### config.mk
export PLATFORM = sky130hd
export DESIGN_NAME = seg_scan_ctrl
export DESIGN_NICKNAME = d
export VERILOG_FILES = /design/src/rtl/seg_scan_ctrl.sv
export SDC_FILE = /design/constraint.sdc
export NUM_CORES = 1
export LEC_CHECK = 0
export BUFFER_PORTS_ARGS = -buffer_cell sky130_fd_sc_hd__buf_2
export CORE_MARGIN = 2
export CORE_UTILIZATION = 63
export CTS_BUF_LIST = sky130_fd_sc_hd__clkbuf_2
export DETAILED_ROUTE_END_ITERATION = 10
export PLACE_DENSITY = 0.87
export SLEW_MARGIN = 15
export SYNTH_ARGS = -nofsm -noshare
export SYNTH_HDL_FRONTEND = slang
export SYNTH_SLANG_ARGS = --single-unit
### constraint.sdc
create_clock -name clk -period 2.3 [get_ports clk]
set_input_delay 0.345 -clock clk [delete_from_list [all_inputs] [get_ports clk]]
set_output_delay 0.345 -clock clk [all_outputs]
set_load 0.01 [all_outputs]
### src/rtl/seg_scan_ctrl.sv
// rtl/seg_scan_ctrl.sv - eight-digit multiplexed seven-segment scan controller
//
// Purpose: holds an 8x4-bit digit buffer and scans it onto a common-anode
// display. Each digit is driven for DWELL cycles and then followed by GAP
// all-off cycles. The 4-bit value is handed to an external hex-to-segment
// decoder.
//
// Ports:
//   clk        - single clock, rising edge
//   rst        - synchronous active-high reset
//   wr_en      - digit buffer write strobe
//   wr_idx     - digit index to write (0..7)
//   wr_data    - hex nibble to store
//   digit_en   - per-digit enable (0 blanks that digit)
//   dp_mask    - per-digit decimal point (1 lights it)
//   dig_sel_n  - active-low one-hot anode select
//   nibble     - value for the external segment decoder
//   blank      - forces the segment drive off
//   dp_n       - active-low decimal point for the current digit
//   frame_tick - one-cycle pulse on the last cycle of a full 8-digit scan
module seg_scan_ctrl #(
    parameter int DWELL = 1000,
    parameter int GAP   = 8
) (
    input  logic       clk,
    input  logic       rst,
    input  logic       wr_en,
    input  logic [2:0] wr_idx,
    input  logic [3:0] wr_data,
    input  logic [7:0] digit_en,
    input  logic [7:0] dp_mask,
    output logic [7:0] dig_sel_n,
    output logic [3:0] nibble,
    output logic       blank,
    output logic       dp_n,
    output logic       frame_tick
);

    typedef enum logic {
        S_SHOW = 1'b0,
        S_GAP  = 1'b1
    } state_t;

    localparam logic [15:0] DWELL_LAST = 16'(DWELL - 1);
    // With no gap the GAP state is unreachable; the value only has to be legal.
    localparam logic [15:0] GAP_LAST   = (GAP == 0) ? 16'd0 : 16'(GAP - 1);
    localparam bit          NO_GAP     = (GAP == 0);

    state_t      state_q, state_d;
    logic [2:0]  idx_q, idx_d;
    logic [15:0] cnt_q, cnt_d;
    logic [3:0]  digit_buf_q [8];
    logic [3:0]  digit_buf_d [8];

    logic show_last;
    logic gap_last;

    assign show_last = (state_q == S_SHOW) && (cnt_q == DWELL_LAST);
    assign gap_last  = (state_q == S_GAP)  && (cnt_q == GAP_LAST);

    always_comb begin
        state_d = state_q;
        idx_d   = idx_q;
        cnt_d   = cnt_q + 16'd1;
        for (int i = 0; i < 8; i++) begin
            digit_buf_d[i] = digit_buf_q[i];
        end
        if (wr_en) begin
            digit_buf_d[wr_idx] = wr_data;
        end

        if (show_last) begin
            cnt_d = 16'd0;
            if (NO_GAP) begin
                idx_d = idx_q + 3'd1;
            end else begin
                state_d = S_GAP;
            end
        end else if (gap_last) begin
            cnt_d   = 16'd0;
            idx_d   = idx_q + 3'd1;
            state_d = S_SHOW;
        end
    end

    always_ff @(posedge clk) begin
        if (rst) begin
            state_q <= S_SHOW;
            idx_q   <= 3'd0;
            cnt_q   <= 16'd0;
            for (int i = 0; i < 8; i++) begin
                digit_buf_q[i] <= 4'h0;
            end
        end else begin
            state_q <= state_d;
            idx_q   <= idx_d;
            cnt_q   <= cnt_d;
            for (int i = 0; i < 8; i++) begin
                digit_buf_q[i] <= digit_buf_d[i];
            end
        end
    end

    // Outputs depend only on registered state plus the unregistered enable
    // and DP masks; rst overrides everything so the display is dark at once.
    always_comb begin
        dig_sel_n  = 8'hFF;
        nibble     = digit_buf_q[idx_q];
        blank      = 1'b1;
        dp_n       = 1'b1;
        frame_tick = (idx_q == 3'd7) && (gap_last || (NO_GAP && show_last));

        if (rst) begin
            nibble     = 4'h0;
            frame_tick = 1'b0;
        end else if ((state_q == S_SHOW) && digit_en[idx_q]) begin
            dig_sel_n = ~(8'b1 << idx_q);
            blank     = 1'b0;
            dp_n      = ~dp_mask[idx_q];
        end
    end

endmodule

# After elaboration in Yosys (flattened, before gate mapping)
# Memories as Yosys holds them, arrays and structs flattened. A register that Yosys moved wholly into a read port is not among the register bits.
# Cells that the tools add are included.
# op_classes
addsub,2
n_lt_le_gt_ge,3
eq_ne,3
shift,1
n_mux,31
n_bitwise,13
reduce_logical,8
# ops
cell,n
4-bit 2-to-1 mux,10
32-bit bitwise mux,1
32-bit 2-to-1 mux,1
16-bit by 1-bit adder with 16-bit output (second input constant),1
16-bit by 10-bit == test with 1-bit output (second input constant),1
16-bit by 3-bit == test with 1-bit output (second input constant),1
8-bit 2-to-1 mux,2
4-bit demux with 3-bit select,1
1-bit 2-to-1 mux,12
8-bit NOT,1
1-bit OR,8
1-bit by 3-bit << shifter with 8-bit output (first input constant),1
1-bit binary-select mux with 3-bit select,2
3-bit 2-to-1 mux,2
1-bit logical AND,5
4-bit greater-or-equal comparator (second input constant),1
3-bit by 4-bit < comparator with 1-bit output (second input constant),1
4-bit by 1-bit < comparator with 1-bit output (second input constant),1
3-bit NOT with 4-bit output,1
3-bit by 1-bit adder with 3-bit output (second input constant),1
3-bit == test (second input constant),1
1-bit NOT,3
3-bit OR reduction,1
2-bit AND reduction,1
2-bit nonzero test,1
# word_totals
register_bits,20
ramBits,32
inputBits,26
output_inout_bits,15
n_memories,1
# memory_table
name,words,width,rd,rd_ports_with_merged_regs,wr,line,source
digit_buf_q,8,4,9,1,8,52,logic [3:0] digit_buf_q [8];

# Logic depth before layout (Yosys ltp)
# Gate-level depths: netlist of run 1.
# depth
depth_word,8
ltp_mapped,6

# Worst setup path before layout of run 1
# No wires, ideal clock.
# synth_timing
path_type,register to output
startpoint,register cnt_q[0]
endpoint,output port frame_tick
arrival_ps,1477
slack_ps,478
stages_incl_launch_ff,5
path_buffers,0
cell_sequence,dfxtp_1 -> ha_1 -> nor4bb_1 -> nand4_1 -> nor3b_1
# synth_via
elab_chain_len,4
# synth_rtl
element,line,source
from (decl),51,"logic [15:0] cnt_q, cnt_d;"
from (signal assigned),97,cnt_q <= cnt_d;
16-bit by 3-bit == test with 1-bit output,59,assign gap_last = (state_q == S_GAP) && (cnt_q == GAP_LAST);
1-bit logical AND,59,
1-bit logical AND,111,frame_tick = (idx_q == 3'd7) && (gap_last || (NO_GAP && show_last));
1-bit 2-to-1 mux,113,if (rst) begin
to (decl),36,output logic frame_tick
# No other way between the ends.

# Worst setup path after layout of run 1
# layout_timing
startpoint,register idx_q[0]
endpoint,output port dig_sel_n[7]
# layout_via
elab_chain_len,5
elab_cells_between_ends,7
cone_classes,shift: 1; mux: 4; bitwise: 1; reduce/logical: 1
# layout_rtl
element,line,source
from (decl),50,"logic [2:0] idx_q, idx_d;"
from (signal assigned),96,idx_q <= idx_d;
1-bit binary-select mux with 3-bit select,116,end else if ((state_q == S_SHOW) && digit_en[idx_q]) begin
1-bit 2-to-1 mux (implied by the code),116,
1-bit logical AND,116,
8-bit 2-to-1 mux *,116,
8-bit 2-to-1 mux *,113,
to (decl),32,"output logic [7:0] dig_sel_n,"
# Mark *: on every way between the ends. The rest lies on a longest branch, timed or not. The select of a mux whose other input is x is not followed.

==> results of run 1 <==
## registers in the layout (all words and copies together), names as in the netlist, named ones only
signal and flops:
digit_buf_q 32, state_q 1, cnt_q 16, idx_q 3
## how the worst max path moves through the flow
| stage | cells past startpoint | slack, ns | end |
|---|---|---|---|
| after CTS | 5 | 0.002 | frame_tick |
| after floorplan | 4 | 0.48 | frame_tick |
| after detailed placement | 4 | 0.40 | dig_sel_n[3] |
| final | 4 | 0.09 | dig_sel_n[7] |
| after global placement | 4 | 0.44 | dig_sel_n[3] |
| after global routing | 5 | -0.008 | frame_tick |
## cell families after synthesis
group                      share of synthesized area
AOI/OAI and AO/OA                             0.0158
buffers and inverters                         0.0408
adders and majority gates                     0.0324
muxes                                          0.240
xor gates and xnor gates                      0.0487
and+or+nand+nor                                0.214
DFF                                            0.408
## power groups by stage
| stage | Combinational, mW | Clock, mW | Sequential [mW] |
|---|---|---|---|
| after floorplan | 0.0852 | 0 | 0.997 |
| after global placement | 0.116 | 0 | 1.00 |
| after detailed placement | 0.120 | 0 | 1.00 |
| after CTS | 0.121 | 0.357 | 0.985 |
| after global routing | 0.143 | 0.382 | 0.986 |
| final | 0.131 | 0.341 | 0.983 |
## cell type report
| class | count | area, µm² |
|---|---|---|
| Clock buffer | 6 | 30.0 |
| Fill cell | 293 | 1040 |
| Inverter | 8 | 30.0 |
| Multi-Input combinational cell | 198 | 1530 |
| Sequential cell | 55 | 1110 |
| Tap cell | 50 | 62.6 |
| Timing Repair Buffer | 46 | 245 |
## repair_timing
item	in CTS	in global routing
endpoints found under the setup margin	15	12
pin swaps	0	1
resized for setup	5	10
hold buffers	0	0
setup buffers	0	2
## synthesized netlist by cell type (4+ instances only)
cell	number	area, µm²
nand3_1	5	25.0
mux4_2	11	248
dfxtp_1	55	1100
ha_1	7	87.6
xnor2_1	13	114
nand2_1	18	67.6
nand4_1	7	43.8
nor4_1	4	25.0
nor2_1	62	233
clkbuf_1	15	56.3
nor3_1	6	30.0
inv_1	8	30.0
mux2i_1	39	390
## critical path, stage by stage (launching register included)
cell and delay [ns]:
dfxtp_4 0.48, mux4_2 0.52, o21a_1 0.23, nand2_1 0.08
buf_2 0.12
## per-layer routing
| metal | routed length [µm] | vias to the layer above |
|---|---|---|
| li1 | - | 1034 |
| met1 | 2570 | 975 |
| met2 | 2550 | 71 |
| met3 | 303 | 14 |
| met4 | 103 | 0 |
| met5 | 0 | - |
## stage by stage
stage               instances  setup WS (ns)  hold WS (ns)
global route              363       -0.00832         0.224
finish                    363         0.0927         0.254
floorplan                 281          0.478         0.430
detailed placement        355          0.398         0.463
CTS                       361        0.00156         0.228
global placement          355          0.443         0.445
==> flow_summary.yaml, run 1 <==
clock_tree:
  cts_tree: "built"
  cts_inserted_buffers: 5
  ctsHtreeMaxLevel: 2
  clock_path_buffers: 2
  clock-sinks: 55
  clk_transition_reported_paths_ns: 0.24
  clkLatencyLatePin_ns: 0.43
  cts_root_buf: "clkbuf_2"
global_route:
  overflow: 0
  use_met3: 0.0610
  met2_usage: 0.366
  grt_max_degree: 47
  met1_usage: 0.315
  antenna_found_initial: 0
  grt_pass1_vias: 1952
  grt-busiest-layer: "met2"
  track_usage: 0.233
  grt_pass1_wl_um: 9140
finish:
  antenna-diode-count: 0
  nets: 347
  final_cell_mix: "nor2_1, dfxtp_1, buf_2"
  fin_area_um2: 3010
  layout_commonest_cell: "nor2_1"
  syn_to_final_growth_pct: 11.6
  final_core_utilization: 0.743
  drive_above_1_share: 0.262
route:
  route.detailed.drc: 0
  vias: 2094
  dr.pass1.iters: 4
  drt-initial-drc-count: 191
  detail-route-antenna-nets: 0
  drt-total-wl_um: 5520
  routedWlPerCell_um: 15.2
  viasPerCell: 5.77
run_status:
  status: "finished clean"
die:
  rows: 23
  start_util: 0.665
  dieArea_um2: 4830
  coreArea_um2: 4060
  chipHeight_um: 69.5
  dieWidth_um: 69.5
  io_pins: 41
timing:
  period_share: 0.960
  max-slew-margin-rel: 0.599
  drv_slew: 0
  fin_setup_tns_ns: 0
  tightest_slew_ns: 0.601
  max_freq_mhz: 453
  setup_viol_count_final: 0
  hold_viol_final: 0
  min_period_ns: 2.21
  skew_ns: 0.0208
power:
  p_switching_mw: 0.355
  p_leak_nw: 1.18
  comb_power_share: 0.090
  switching_share: 0.244
  ir_drop_mv: 0.349
  p_total_mw: 1.46
  p_int_mw: 1.10
  seq_power_share: 0.676
  p_per_area_nw_per_um2: 483
  clockPowerShare: 0.234
placed_design:
  portBuffers: 40
  placed_area_um2: 2910
  gp_congestion: 0.863
  place.detailed.hpwl_um: 3930
yosys:
  synth_seq_area_share: 0.408
  synthesis.area_um2: 2700
  ys_types: 36
  synth_edf_count: 0
  ys_warn_count: 0
  synth_flop_cell: "dfxtp_1"
  async_flop_share: 0
  ys_ff_latch: 55
  syn_inst: 281
  avgSynthCellArea_um2: 9.61
  syn_nets: 314
flow_run:
  cap_violations: 0
setup_path:
  rrSetupSlack_ns: 0.45
  critical_path_class: "register to output port"
  cp-startpoint: "idx_q[0]"
  arrival_ns: 1.86
  required_ns: 1.96
  critPathMaxFanout: 8
  rr_startpoint: "cnt_q[6]"
  rr_worst_depth: 4
  end_kind: "output port"
  rr_endpoint: "cnt_q[11]"
  cp-start-kind: "register"
hold_path:
  whs_path_depth: 3
  hold_end: "digit_buf_q[5][3]"
  min_path_type: "primary input to register"
  hold_path_startpoint: "wr_data[3]"
No activity file was read; power rests on OpenSTA's default activity.
==> run 2, diff against run 1 <==
--- a/config.mk
+++ b/config.mk
@@ -6,11 +6,13 @@
 export NUM_CORES = 1
 export LEC_CHECK = 0
 export BUFFER_PORTS_ARGS = -buffer_cell sky130_fd_sc_hd__buf_2
+export CELL_PAD_IN_SITES_DETAIL_PLACEMENT = 1
+export CELL_PAD_IN_SITES_GLOBAL_PLACEMENT = 1
 export CORE_MARGIN = 2
-export CORE_UTILIZATION = 63
+export CORE_UTILIZATION = 49
 export CTS_BUF_LIST = sky130_fd_sc_hd__clkbuf_2
 export DETAILED_ROUTE_END_ITERATION = 10
-export PLACE_DENSITY = 0.87
+export PLACE_DENSITY_LB_ADDON = 0.1
 export SLEW_MARGIN = 15
 export SYNTH_ARGS = -nofsm -noshare
 export SYNTH_HDL_FRONTEND = slang
==> run 2 against run 1 <==
  * Combinational power grew 5%
  * Fmax is 1.8% lower
  * Setup slack lost 0.041 ns
  * Utilization fell by 16 points
  * Via count grew 0.53%
  * Clock skew grew 0.020 ns
  * Clock power rose by 24%
  * Highest routed layer unchanged
==> flow_summary.yaml, run 2 (same netlist as run 1, synthesis figures left out) <==
run_status:
  status: "finished clean"
clock_tree:
  clock-sinks: 55
  ctsHtreeMaxLevel: 2
  cts_inserted_buffers: 5
  clock_path_buffers: 2
  cts_root_buf: "clkbuf_2"
  cts_tree: "built"
  clkLatencyLatePin_ns: 0.48
  clk_transition_reported_paths_ns: 0.32
die:
  rows: 27
  chipHeight_um: 78.2
  dieWidth_um: 78.2
  io_pins: 41
  coreArea_um2: 5410
  dieArea_um2: 6120
  start_util: 0.500
hold_path:
  min_path_type: "primary input to register"
setup_path:
  rr_worst_depth: 5
  cp-start-kind: "register"
  critPathMaxFanout: 5
  critPathCapture: "dig_sel_n[7]"
  critical_path_class: "register to output port"
  arrival_ns: 1.90
  rr_startpoint: "cnt_q[5]"
  rrSetupSlack_ns: 0.47
  end_kind: "output port"
  cp-startpoint: "state_q"
  rr_endpoint: "cnt_q[13]"
  required_ns: 1.96
finish:
  nets: 351
  antenna-diode-count: 0
  fin_area_um2: 3140
  final_cell_mix: "nor2_1, dfxtp_1, mux2i_1, buf_2, nand2_1"
  top_regs: "digit_buf_q: 32 flops, cnt_q: 16 flops, idx_q: 3 flops"
  largest_register_ffs: 32
  drive_above_1_share: 0.301
  layout_commonest_cell: "nor2_1"
  regMostFlops: "digit_buf_q"
  syn_to_final_growth_pct: 16.3
route:
  viasPerCell: 5.38
  dr_wl_met3_um: 134
  vias: 2105
  drt-initial-drc-count: 88
  wl_met1_um: 2960
  top_layer: "met4"
  dr_wl_met2_um: 3240
  dr.pass1.iters: 4
  detail-route-antenna-nets: 0
  drt-total-wl_um: 6390
  route.detailed.drc: 0
  routedWlPerCell_um: 16.3
timing:
  drv_slew: 0
  whs_ns: 0.188
  max-slew-margin-rel: 0.591
  skew_ns: 0.0403
  period_share: 0.977
  setup_ws_ns: 0.0520
  setup_viol_count_final: 0
  rsz0062_at_grt: "yes"
  tightest_slew_ns: 0.611
  min_period_ns: 2.25
  max_freq_mhz: 445
  hold_viol_final: 0
global_route:
  track_usage: 0.211
  grt_pass1_vias: 2049
  overflow: 0
  grt_pass1_wl_um: 10100
  grt_max_degree: 47
  antenna_found_initial: 0
placed_design:
  dp_slack_ns: 0.371
  placed_area_um2: 2960
  portBuffers: 40
  place.detailed.hpwl_um: 4520
  gp_congestion: 0.761
power:
  p_leak_nw: 1.23
  ir_drop_mv: 0.354
  p_per_area_nw_per_um2: 492
flow_run:
  cap_violations: 0
[run 2: cell count changes in the layout (fill, tap and decap cells not counted), moves of 2 or more]
cell     change
nor4_2       -2
buf_4        +3
inv_6        +2
nor4_4       +2
dfxtp_1      -6
dfxtp_2      +7
[run 2: metal layers]
| metal | up-vias | global-route usage |
|---|---|---|
| li1 | 1040 | - |
| met1 | 1037 | 0.287 |
| met2 | 24 | 0.347 |
| met3 | 4 | 0.0402 |
| met4 | 0 | 0.0526 |
| met5 | - | 0 |
[run 2: report_power, final]
part           internal (mW)  switching, mW  leakage [nW]  total, mW
combinational         0.0635         0.0744         0.749      0.138
sequential             0.973         0.0115         0.451      0.985
clock                 0.0869          0.335        0.0339      0.422
total                   1.12          0.421          1.23       1.54
[run 2: area by class of cell]
type / instances / area [µm²]
fill: 644 / 2260
multi-input combinational: 198 / 1560
sequential: 55 / 1120
timing repair buffer: 50 / 294
tap: 72 / 90.1
inverter: 8 / 30.0
clock inverter: 3 / 26.3
clock buffer: 5 / 25.0
[run 2: repair_timing]
| action | 4_1_cts | 5_1_grt |
|---|---|---|
| resized for setup | 10 | 18 |
| pin swaps | 2 | 4 |
| buffers inserted | 2 | 2 |
| cloned | 0 | 0 |
| setup endpoints to repair | 13 | 15 |
| hold buffers | 0 | 0 |
[run 2: critical path, stage by stage, from the launching register on]
cell,delay [ns]
dfxtp_1,0.41
or2_2,0.33
a221oi_2,0.24
o21a_1,0.24
nand2_1,0.09
buf_2,0.15
[run 2: metrics by stage]
| stage | utilization | std cells | setup TNS [ns] | total power [mW] |
|---|---|---|---|---|
| finish | 0.581 | 391 | 0 | 1.54 |
| floorplan | - | 281 | 0 | 1.08 |
| CTS | 0.564 | 389 | 0 | 1.56 |
| detailed placement | 0.547 | 379 | 0 | 1.13 |
| global route | 0.581 | 391 | -0.339 | 1.62 |
| global placement | 0.547 | 379 | 0 | 1.12 |
[run 2: worst min path at each step]
stage | from | to | slack, ns | cells after the start
after floorplan | cnt_q[0] | cnt_q[0] | 0.43 | 1
after detailed placement | cnt_q[0] | cnt_q[0] | 0.47 | 1
final | wr_data[1] | digit_buf_q[3][1] | 0.19 | 3
after global routing | wr_data[2] | digit_buf_q[4][2] | 0.14 | 3
after CTS | wr_data[2] | digit_buf_q[1][2] | 0.16 | 3
after global placement | cnt_q[0] | cnt_q[0] | 0.44 | 1
==> run 3, diff against run 2 <==
--- a/config.mk
+++ b/config.mk
@@ -8,11 +8,11 @@
 export BUFFER_PORTS_ARGS = -buffer_cell sky130_fd_sc_hd__buf_2
 export CELL_PAD_IN_SITES_DETAIL_PLACEMENT = 1
 export CELL_PAD_IN_SITES_GLOBAL_PLACEMENT = 1
-export CORE_MARGIN = 2
-export CORE_UTILIZATION = 49
-export CTS_BUF_LIST = sky130_fd_sc_hd__clkbuf_2
+export CORE_MARGIN = 4
+export CORE_UTILIZATION = 47
 export DETAILED_ROUTE_END_ITERATION = 10
 export PLACE_DENSITY_LB_ADDON = 0.1
+export SKIP_CTS_REPAIR_TIMING = 1
 export SLEW_MARGIN = 15
 export SYNTH_ARGS = -nofsm -noshare
 export SYNTH_HDL_FRONTEND = slang
==> run 3 against run 2 <==
  * Setup slack better by 0.061 ns
  * First-iteration DRC count is 19% lower
  * Total power is 7.5% higher
  * Via count is 2.1% lower
  * Final area is 2.4% lower
  * Die area is 15% higher
  * Combinational power is 9% lower
  * Count of clock-buffer cells in the layout stayed put
  * Flip-flop and latch count stayed put
  * Cell count is 0.77% lower
  * Clock power is 32% higher
  * Fmax is 2.8% higher
  * Largest power group unchanged
==> flow_summary.yaml, run 3 (same netlist as run 1, synthesis figures left out) <==
timing:
  whs_ns: 0.380
  period_share: 0.951
  max_freq_mhz: 457
  setup_ws_ns: 0.113
  max-slew-margin-rel: 0.633
  min_period_ns: 2.19
  setup_viol_count_final: 0
  skew_ns: 0.0143
  fin_setup_tns_ns: 0
  drv_slew: 0
  hold_viol_final: 0
  tightest_slew_ns: 0.548
power:
  p_leak_nw: 1.19
  p_per_area_nw_per_um2: 542
  ir_drop_mv: 0.338
  p_total_mw: 1.66
global_route:
  track_usage: 0.181
  grt_pass1_vias: 2051
  overflow: 0
  antenna_found_initial: 0
  grt_max_degree: 47
  grt_pass1_wl_um: 10200
route:
  viasPerCell: 5.31
  dr.pass1.iters: 4
  routedWlPerCell_um: 15.8
  route.detailed.drc: 0
  drt-total-wl_um: 6130
  vias: 2060
  detail-route-antenna-nets: 0
  drt-initial-drc-count: 71
setup_path:
  critPathMaxFanout: 5
  required_ns: 1.96
  critical_path_class: "register to output port"
  end_kind: "output port"
  arrival_ns: 1.84
  cp-start-kind: "register"
placed_design:
  placed_area_um2: 2960
  dp_slack_ns: 0.353
  gp_congestion: 0.790
  place.detailed.hpwl_um: 4540
  portBuffers: 40
  placedCellCount: 379
die:
  coreArea_um2: 5540
  io_pins: 41
  start_util: 0.487
  rows: 27
  dieArea_um2: 7020
  chipHeight_um: 83.8
  dieWidth_um: 83.8
finish:
  nets: 348
  fin_area_um2: 3070
  drive_above_1_share: 0.244
  final_core_utilization: 0.553
  syn_to_final_growth_pct: 13.5
  fin_cells: 388
  regMostFlops: "digit_buf_q"
  antenna-diode-count: 0
  top_regs: "digit_buf_q: 32 flops, cnt_q: 16 flops, idx_q: 3 flops"
  final_cell_mix: "nor2_1, dfxtp_1, buf_2"
  largest_register_ffs: 32
  layout_commonest_cell: "nor2_1"
clock_tree:
  clock-sinks: 55
  clk_transition_reported_paths_ns: 0.10
  cts_root_buf: "clkbuf_8"
  ctsHtreeMaxLevel: 2
  cts_tree: "built"
  clock_path_buffers: 2
  clkLatencyLatePin_ns: 0.32
  cts_inserted_buffers: 5
flow_run:
  cap_violations: 0
hold_path:
  min_path_type: "primary input to register"
run_status:
  status: "finished clean"
-- run 3: changes by cell type in the layout (fill, tap and decap cells not counted), moves of 2 or more --
cell and delta:
clkbuf_8 +5, nor4_4 -2, dfxtp_2 -9, buf_4 -2
dfxtp_1 +10, clkbuf_2 -5, inv_6 -2
-- run 3: cell type report --
| type | instances | area, µm² |
|---|---|---|
| multi-input combinational | 198 | 1500 |
| clock inverter | 3 | 23.8 |
| tap | 72 | 90.1 |
| fill | 651 | 2470 |
| clock buffer | 5 | 68.8 |
| sequential | 55 | 1100 |
| inverter | 8 | 30.0 |
| timing repair buffer | 47 | 253 |
-- run 3: path summary, 6_finish.rpt --
kind / startpoint / to / slack (ns) / cells after the start
worst min register to register: cnt_q[0] / cnt_q[0] / 0.48 / 1
worst max register to register: cnt_q[0] / idx_q[2] / 0.35 / 7
worst min-delay path: wr_data[0] / digit_buf_q[6][0] / 0.38 / 3
worst max-delay path: cnt_q[0] / frame_tick / 0.11 / 5
-- run 3: power breakdown --
part / internal (mW) / total (mW) / switching, mW
Combinational: 0.0563 / 0.125 / 0.0687
Sequential: 0.968 / 0.980 / 0.0116
Clock: 0.221 / 0.556 / 0.335
Total: 1.25 / 1.66 / 0.415
-- run 3: routing by layer --
layer  wire length (µm)  track usage  vias to the layer above
met5                  0            0                        -
met4                155       0.0746                        0
met3                287       0.0365                       15
met2               2720        0.283                       42
met1               2970        0.245                      979
li1                   -            -                     1024
-- run 3: worst max-delay path: stages, from the launching register on --
cell	delay, ns
dfxtp_1	0.39
ha_2	0.25
nor4bb_1	0.28
nand4_1	0.23
nor3b_2	0.23
buf_2	0.15
